File: config.mk
export PLATFORM = sky130hd
export DESIGN_NAME = alb_mp_seq
export DESIGN_NICKNAME = d
export VERILOG_FILES = /design/src/rtl/alb_mp_seq.sv
export SDC_FILE = /design/constraint.sdc
export NUM_CORES = 1
export LEC_CHECK = 0
export CAP_MARGIN = 5
export CORE_ASPECT_RATIO = 1.25
export CORE_MARGIN = 3
export CORE_UTILIZATION = 33
export CTS_CLUSTER_DIAMETER = 50
export DETAILED_ROUTE_END_ITERATION = 8
export GPL_ROUTABILITY_DRIVEN = 0
export GPL_TIMING_DRIVEN = 0
export PLACE_DENSITY = 0.75
export SKIP_CTS_REPAIR_TIMING = 1
export SLEW_MARGIN = 0
export SYNTH_ARGS = -nofsm -noshare
export SYNTH_HDL_FRONTEND = slang
export SYNTH_SLANG_ARGS = --single-unit
File: constraint.sdc
create_clock -name clk -period 1.45 [get_ports clk]
set_input_delay 0.2175 -clock clk [delete_from_list [all_inputs] [get_ports clk]]
set_output_delay 0.2175 -clock clk [all_outputs]
set_load 0.1 [all_outputs]
File: src/rtl/alb_mp_seq.sv
// Multi-precision sequencer: streams LSW-first operand pairs through one alb, chaining its carry.
// Latency 2 cycles operand-to-result. opnd_ready only in RUN; the result stream has no backpressure.
module alb_mp_seq #(
    parameter int DATA_WIDTH = 8,
    parameter int MAX_WORDS  = 4,
    localparam int CW        = $clog2(MAX_WORDS)
) (
    input  logic                  clk,
    input  logic                  reset,
    input  logic                  start,
    input  logic [1:0]            op,
    input  logic [CW-1:0]         nwords_m1,
    input  logic                  cin,
    output logic                  busy,
    input  logic                  opnd_valid,
    output logic                  opnd_ready,
    input  logic [DATA_WIDTH-1:0] opnd_a,
    input  logic [DATA_WIDTH-1:0] opnd_b,
    output logic                  res_valid,
    output logic [DATA_WIDTH-1:0] res_data,
    output logic                  res_last,
    output logic                  done,
    output logic                  flag_c,
    output logic                  flag_v,
    output logic                  flag_n,
    output logic                  flag_z,
    output logic [DATA_WIDTH-1:0] alb_a,
    output logic [DATA_WIDTH-1:0] alb_b,
    output logic                  alb_ci,
    output logic [1:0]            alb_i,
    input  logic [DATA_WIDTH-1:0] alb_f,
    input  logic                  alb_co,
    input  logic                  alb_vo,
    input  logic                  alb_no,
    input  logic                  alb_zo
);

    typedef enum logic [1:0] {S_IDLE, S_RUN, S_DRAIN, S_DONE} state_t;

    state_t                r_state;
    logic [1:0]            r_op;
    logic [CW-1:0]         r_nm1;
    logic [CW-1:0]         r_cnt;
    logic                  r_carry;
    logic                  r_zacc;
    logic                  r_s1_vld;
    logic                  r_s1_last;
    logic                  r_res_vld;
    logic                  r_res_last;
    logic [DATA_WIDTH-1:0] r_res_data;
    logic                  r_flag_c;
    logic                  r_flag_v;
    logic                  r_flag_n;
    logic                  r_flag_z;

    logic w_hs;
    logic w_last;

    assign w_hs   = opnd_valid && (r_state == S_RUN);
    assign w_last = (r_cnt == r_nm1);

    always_ff @(posedge clk) begin
        if (!reset) begin
            r_state    <= S_IDLE;
            r_op       <= 2'b00;
            r_nm1      <= '0;
            r_cnt      <= '0;
            r_carry    <= 1'b0;
            r_zacc     <= 1'b0;
            r_s1_vld   <= 1'b0;
            r_s1_last  <= 1'b0;
            r_res_vld  <= 1'b0;
            r_res_last <= 1'b0;
            r_res_data <= '0;
            r_flag_c   <= 1'b0;
            r_flag_v   <= 1'b0;
            r_flag_n   <= 1'b0;
            r_flag_z   <= 1'b0;
        end else begin
            r_s1_vld   <= w_hs;
            r_s1_last  <= w_hs && w_last;
            r_res_vld  <= r_s1_vld;
            r_res_last <= r_s1_vld && r_s1_last;

            // alb outputs are only meaningful one cycle after a real handshake
            if (r_s1_vld) begin
                r_res_data <= alb_f;
                r_carry    <= alb_co & r_op[0];
                r_zacc     <= r_zacc & alb_zo;
                r_flag_z   <= r_zacc & alb_zo;
                r_flag_n   <= alb_no;
                r_flag_c   <= alb_co & r_op[0];
                r_flag_v   <= alb_vo & r_op[0];
            end

            case (r_state)
                S_IDLE: begin
                    if (start) begin
                        r_op    <= op;
                        r_nm1   <= nwords_m1;
                        r_cnt   <= '0;
                        r_carry <= cin & op[0];
                        r_zacc  <= 1'b1;
                        r_state <= S_RUN;
                    end
                end
                S_RUN: begin
                    if (w_hs) begin
                        r_cnt <= r_cnt + CW'(1);
                        if (w_last) r_state <= S_DRAIN;
                    end
                end
                S_DRAIN: r_state <= S_DONE;
                default: r_state <= S_IDLE;
            endcase
        end
    end

    assign busy       = (r_state != S_IDLE);
    assign opnd_ready = (r_state == S_RUN);
    assign done       = (r_state == S_DONE);
    assign res_valid  = r_res_vld;
    assign res_last   = r_res_last;
    assign res_data   = r_res_data;
    assign flag_c     = r_flag_c;
    assign flag_v     = r_flag_v;
    assign flag_n     = r_flag_n;
    assign flag_z     = r_flag_z;
    // carry register is held at 0 for logic ops, so it can drive ci directly
    assign alb_ci     = r_carry;
    assign alb_i      = r_op;
    assign alb_a      = opnd_a;
    assign alb_b      = opnd_b;

endmodule

==> metrics, run 1 <==
final max-slew violation count 0; routed wire length 3140 um; maximum capacitance violations 0; r2r worst-path depth 7; most frequent cell after synthesis dfxtp_1; final setup fails 2; power consumption 0.00321 W; DR vias 1132; first-pass GRT wire length 4390 um; Final Cycle Share 102%; power share of the clock group 18.6%; Async SR Flop Fraction 0%; CTS tree yes; Die Y 74.0 um; Finished Cell Area 1970 um^2; Final Critical Period 1480 ps; final worst slack -25.8 ps; area share of the largest cell type after synthesis 42.6%; Post-synth top cells dfxtp_1, buf_4, nor2b_1; initial antenna violation count 0; area delta synth->final 61.3%; grt total ovfl 0; WL per Instance roughly 13 um; DP Wirelength 2460 um; Pre-antenna DRT Iters 4; die area 4470 um^2; # clock sinks 26; cell taking the most area after synthesis dfxtp_1; met2 wire len 1690 um; CP delay by family, top simple AND/OR/NAND/NOR gates; Net Sw Frac 44.1%; Worst R2R End r_state[1]$_SDFFE_PN0P_; Final nets approximately 240; Worst Setup Path Type flop to flop; worst reg2reg path startpoint r_state[1]$_SDFFE_PN0P_; CP endpoint kind flop; clock slew seen by the registers of the worst setup and hold paths around 90 ps; Initial Util 34.8%; Cell Area, Placed 1850 um^2; die width 60.4 um; Via density 4.82; hold path start start; Max rail drop VDD 0.00153 V; highest routed metal layer met4; worst relative slew slack 34.9%; outcome finished, violations left; drt initial violations 15; Bufs and invs on worst path 2; critical path's slowest cell dfxtp_4; Clock Path Buffers 2; Util after Layout between 50% and 60%; Yosys cell types 27; flops & latches, synth 26; Post-Syn Instances 131; Mapped Area 1220 um^2; Slew @ Worst Pin 976 ps; Routed Antenna Nets 0; type of origin of the critical path flop; P_leak about 0.95 nW; Post-synth EDFFs 0; Buffers on Ports 56; Ports 73; yosys warns 0; Flop pwr share between 20% and 30%; violated checks negative setup slack; Hold Path Stages 3; critical path arrival 1670 ps; largest net degree at the start of global routing 16; top post-synthesis cells by area dfxtp_1, buf_4, mux2i_1; M1 wire length roughly 1200 um; core area 3510 um^2; clk_lat worst skew ~270 ps; combinational power share a little over half; Critical Path Fanout Max 7; clk root buf clkbuf_8; number of global-route vias before repair about 1000; reg-to-reg setup timing slack -30 ps; DRC Markers 0; met3 routed WL 270 um; htree depth 1; setup TNS -38.0 ps; power density cells ~1600 nW/um^2; n_diodes 0; syn nets 173; Int Pwr 0.00179 W; slowest stage delay, CP 370 ps; hold crit path type input pin to flop; WHS Endpoint alb_i[0]$_SDFFE_PN0P_; Worst Path Required 1640 ps; P_sw 0.00141 W; layout cells sized above 1 30.6%; worst path cell trace inv_4 -> ha_4 -> buf_6 -> nor2b_4 -> nor2_2 -> or3_1 -> a21boi_1; syn_area_per_cell 9.33 um^2; Fillers 334; num rows 24; GRT Total Usage between 10% and 20%; unrepaired setup endpoints after global routing true; TritonCTS buffer count 3; sequential share of the synthesized area 42.6%; Max Clock Freq 678 MHz; Post-synth top flop dfxtp_1; Layout Skew 6.33 ps; Final Hold Violating Endpoints 0
layout by cell type, fill, tap and decap left out, drive strengths merged, types with 2 or more instances in the layout:
cell type	n
nand2	11
buf	27
clkdlybuf4s50	19
xnor2	2
nor2	3
a21boi	11
dfxtp	26
clkbuf	22
nor2b	12
nand3	8
inv	4
dlymetal6s2s	17
mux2i	9
and3	3
ha	5
o21ai	5
cell type report:
class / instances / area, um^2 / share of cell area (%)
Tap cell: 39 / 48.8 / 2.47
Clock buffer: 3 / 41.3 / 2.09
Clock inverter: 1 / 30.0 / 1.52
Timing Repair Buffer: 61 / 568 / 28.8
Buffer: 21 / 149 / 7.55
Multi-Input combinational cell: 79 / 581 / 29.4
Inverter: 5 / 25.0 / 1.27
Sequential cell: 26 / 529 / 26.8
power groups by stage:
stage	sequential [W]	combinational, W	clock (W)
2_1_floorplan	0.00112	0.000914	0
6_report	0.000887	0.00172	0.000598
3_5_place_dp	0.000894	0.00147	0
3_3_place_gp	0.000886	0.00144	0
4_1_cts	0.000876	0.00147	0.000603
5_1_grt	0.000896	0.00181	0.000642
state kept, by name, summed over array words and instances, names as in the netlist, 2 cells and up:
signal / count
r_state: 2
r_cnt: 2
res_data: 8
r_nm1: 2
alb_i: 2
per-layer routing:
layer	GRT usage [%]	vias to the layer above
met4	4.10	0
met1	12.4	524
met5	0	-
met2	25.4	49
li1	-	555
met3	2.78	4
worst reg2reg max path: cells and delay by family, from the launching register on:
| kind | cells | cell delay, ps |
|---|---|---|
| and+or+nand+nor | 3 | 560 |
| DFF | 1 | 370 |
| buffers and inverters | 2 | 210 |
| adders and majority gates | 1 | 140 |
| AOI/OAI and AO/OA | 1 | 140 |
logic make-up (layout without fill, tap and decap cells):
family	Yosys count	after routing	synth area share, %
simple gates	43	43	18.8
flops	26	26	42.6
buf+inv	26	91	13.2
compound gates	20	20	11.5
mux	9	9	7.37
fa+ha+maj	5	5	5.12
xor+xnor	2	2	1.43
per-stage QoR:
stage               cells  worst slack, ps  hold WS, ps
detailed placement    226             -919          449
finish                235            -25.8          415
global route          235             -100          423
global placement      226             -903          444
floorplan             131            -65.7          365
CTS                   230            -1220          476
how the worst max path moves through the flow:
stage,start,endpoint,slack [ps],depth (start not counted)
after detailed placement,r_state[0]$_SDFFE_PN0P_,busy,-920,5
after global placement,r_state[0]$_SDFFE_PN0P_,busy,-900,5
final,r_state[1]$_SDFFE_PN0P_,r_state[1]$_SDFFE_PN0P_,-30,7
after global routing,r_state[1]$_SDFFE_PN0P_,r_state[1]$_SDFFE_PN0P_,-100,7
after CTS,r_state[0]$_SDFFE_PN0P_,busy,-1220,5
after floorplan,r_state[1]$_SDFFE_PN0P_,r_state[1]$_SDFFE_PN0P_,-70,7
No activity file was read; power rests on OpenSTA's default activity.
==> inputs of run 2 (changes only) <==
--- a/config.mk
+++ b/config.mk
@@ -13,7 +13,7 @@
 export DETAILED_ROUTE_END_ITERATION = 8
 export GPL_ROUTABILITY_DRIVEN = 0
 export GPL_TIMING_DRIVEN = 0
-export PLACE_DENSITY = 0.75
+export PLACE_DENSITY_LB_ADDON = 0.05
 export SKIP_CTS_REPAIR_TIMING = 1
 export SLEW_MARGIN = 0
 export SYNTH_ARGS = -nofsm -noshare
==> run 2 against run 1 <==
The flow still finishes with violations (negative setup slack). Non-clock buffer count decreased by 1. Largest cell class unchanged. Highest routed layer unchanged. Via count decreased by 3.4%. Setup slack improved by 17 ps. Cell count decreased by 0.43%. Worst hold slack improved by 3.8 ps. Combinational power decreased by 2%.
==> metrics, run 2 (same netlist as run 1, synthesis figures left out) <==
final setup fails 2; Ports 73; Min Hold Slack 419 ps; Final Critical Period 1460 ps; TritonCTS buffer count 3; GRT Total Usage approximately an eighth; grt total ovfl 0; power consumption 0.00315 W; Critical Path Fanout Max 8; Die Y 74.0 um; Final nets 238; Max rail drop VDD 0.00138 V; unrepaired setup endpoints after global routing true; Worst Path Required 1650 ps; CTS tree yes; Critical path destination r_state[1]$_SDFFE_PN0P_; maximum capacitance violations 0; layout cells sized above 1 30.8%; Slew @ Worst Pin 986 ps; clk_lat worst skew 260 ps; htree depth 1; final worst slack -9.24 ps; Max Clock Freq approximately 690 MHz; initial antenna violation count 0; Layout Skew roughly 5.4 ps; power density cells approximately 1600 nW/um^2; core area ~3500 um^2; Initial Util a little over a third; area delta synth->final 60.6%; worst reg2reg path startpoint r_state[0]$_SDFFE_PN0P_; commonest non-fill, non-tap cell in the layout dfxtp_1; # clock sinks 26; Buffers on Ports 56; hold crit path type input pin to flop; max reg flops 8; clk root buf clkbuf_8; WL per Instance 13.0 um; Routed Antenna Nets 0; worst path cell trace inv_4 -> ha_4 -> buf_6 -> nor2b_4 -> nor2_2 -> or3_4 -> a21boi_2; n_diodes 0; CP delay by family, top simple AND/OR/NAND/NOR gates; reg-to-reg setup timing slack -9 ps; DR vias 1093; number of global-route vias before repair around 1000; largest net degree at the start of global routing 16; worst relative slew slack 34.2%; DP Wirelength 2350 um; outcome finished, violations left; Critical Path Stages 7; P_leak ~0.94 nW; Pre-antenna DRT Iters 4; placed cells 226; Worst R2R End r_state[1]$_SDFFE_PN0P_; type of origin of the critical path flop; final max-slew violation count 0; CP endpoint kind flop; Final Cycle Share 101%; routed wire length between 3000 and 4000 um; slowest stage delay, CP between 300 and 400 ps; Final Hold Violating Endpoints 0; clock slew seen by the registers of the worst setup and hold paths ~90 ps; Layout Cells excl Fill approximately 230; Clock Path Buffers 2; die area 4470 um^2; r2r worst-path depth 7; DRC Markers 0; critical path's slowest cell dfxtp_4; Worst Setup Path Type flop to flop; die width 60.4 um; critical path arrival 1660 ps; violated checks negative setup slack; drt initial violations 20; first-pass GRT wire length between 4000 and 5000 um; Bufs and invs on worst path 2; Via density 4.67; most frequent cells in the layout dfxtp_1, buf_4, clkdlybuf4s50_1; num rows 24; Critical Path Source r_state[0]$_SDFFE_PN0P_
[run 2: worst register-to-register path: cells and delay by family (launching register included)]
kind,cells,cell delay (ps)
AO/OA/AOI/OAI,1,140
adder cells (fa/ha/maj),1,130
buffers and inverters,2,200
flip-flops,1,370
AND/OR/NAND/NOR,3,560
[run 2: per-layer routing]
layer / up-vias / share of wire (%) / global-route usage (%)
li1: 552 / - / -
met1: 503 / 35 / 13.5
met2: 36 / 56 / 24.9
met3: 2 / 8.6 / 2.43
met4: 0 / 0.76 / 3.61
met5: - / 0 / 0
[run 2: final cells by class]
class                   instances  area, um^2
plain buffers                  21         149
inverters                       5        27.5
well taps                      39        48.8
multi-input cells              79         584
clock buffers                   3        41.3
flip-flops and latches         26         529
clock inverters                 1        30.0
fillers                       321        1550
repair buffers                 60         553
[run 2: how the worst min path moves through the flow]
stage	from	end	slack, ps	cells past startpoint
CTS	r_s1_last$_SDFF_PN0_	res_last$_SDFF_PN0_	470	1
finish	start	alb_i[0]$_SDFFE_PN0P_	420	3
floorplan	reset	r_state[0]$_SDFFE_PN0P_	370	2
detailed placement	r_s1_last$_SDFF_PN0_	res_last$_SDFF_PN0_	450	1
global placement	r_s1_last$_SDFF_PN0_	res_last$_SDFF_PN0_	450	1
global route	start	alb_i[1]$_SDFFE_PN0P_	440	3
[run 2: per-stage QoR]
| stage | area [um^2] | setup slack, ps | utilization, % | setup TNS (ps) |
|---|---|---|---|---|
| floorplan | 1240 | -65.7 | - | -65.7 |
| global placement | 1850 | -890 | 52.6 | -9210 |
| detailed placement | 1850 | -912 | 52.6 | -9720 |
| CTS | 1920 | -1230 | 54.7 | -15500 |
| global route | 1960 | -79.3 | 55.9 | -174 |
| finish | 1960 | -9.24 | 55.9 | -13.2 |
[run 2: power breakdown]
group / internal [W] / leakage [nW] / switching, W
Clock: 0.000369 / 0.0357 / 0.000215
Combinational: 0.000575 / 0.692 / 0.00110
Sequential: 0.000816 / 0.213 / 0.0000705
==> inputs of run 3 (changes only) <==
--- a/config.mk
+++ b/config.mk
@@ -5,6 +5,7 @@
 export SDC_FILE = /design/constraint.sdc
 export NUM_CORES = 1
 export LEC_CHECK = 0
+export ABC_CLOCK_PERIOD_IN_PS = 1450
 export CAP_MARGIN = 5
 export CORE_ASPECT_RATIO = 1.25
 export CORE_MARGIN = 3
==> results of run 3 <==
Final layout, timing and power as in run 2 (identical DEF).
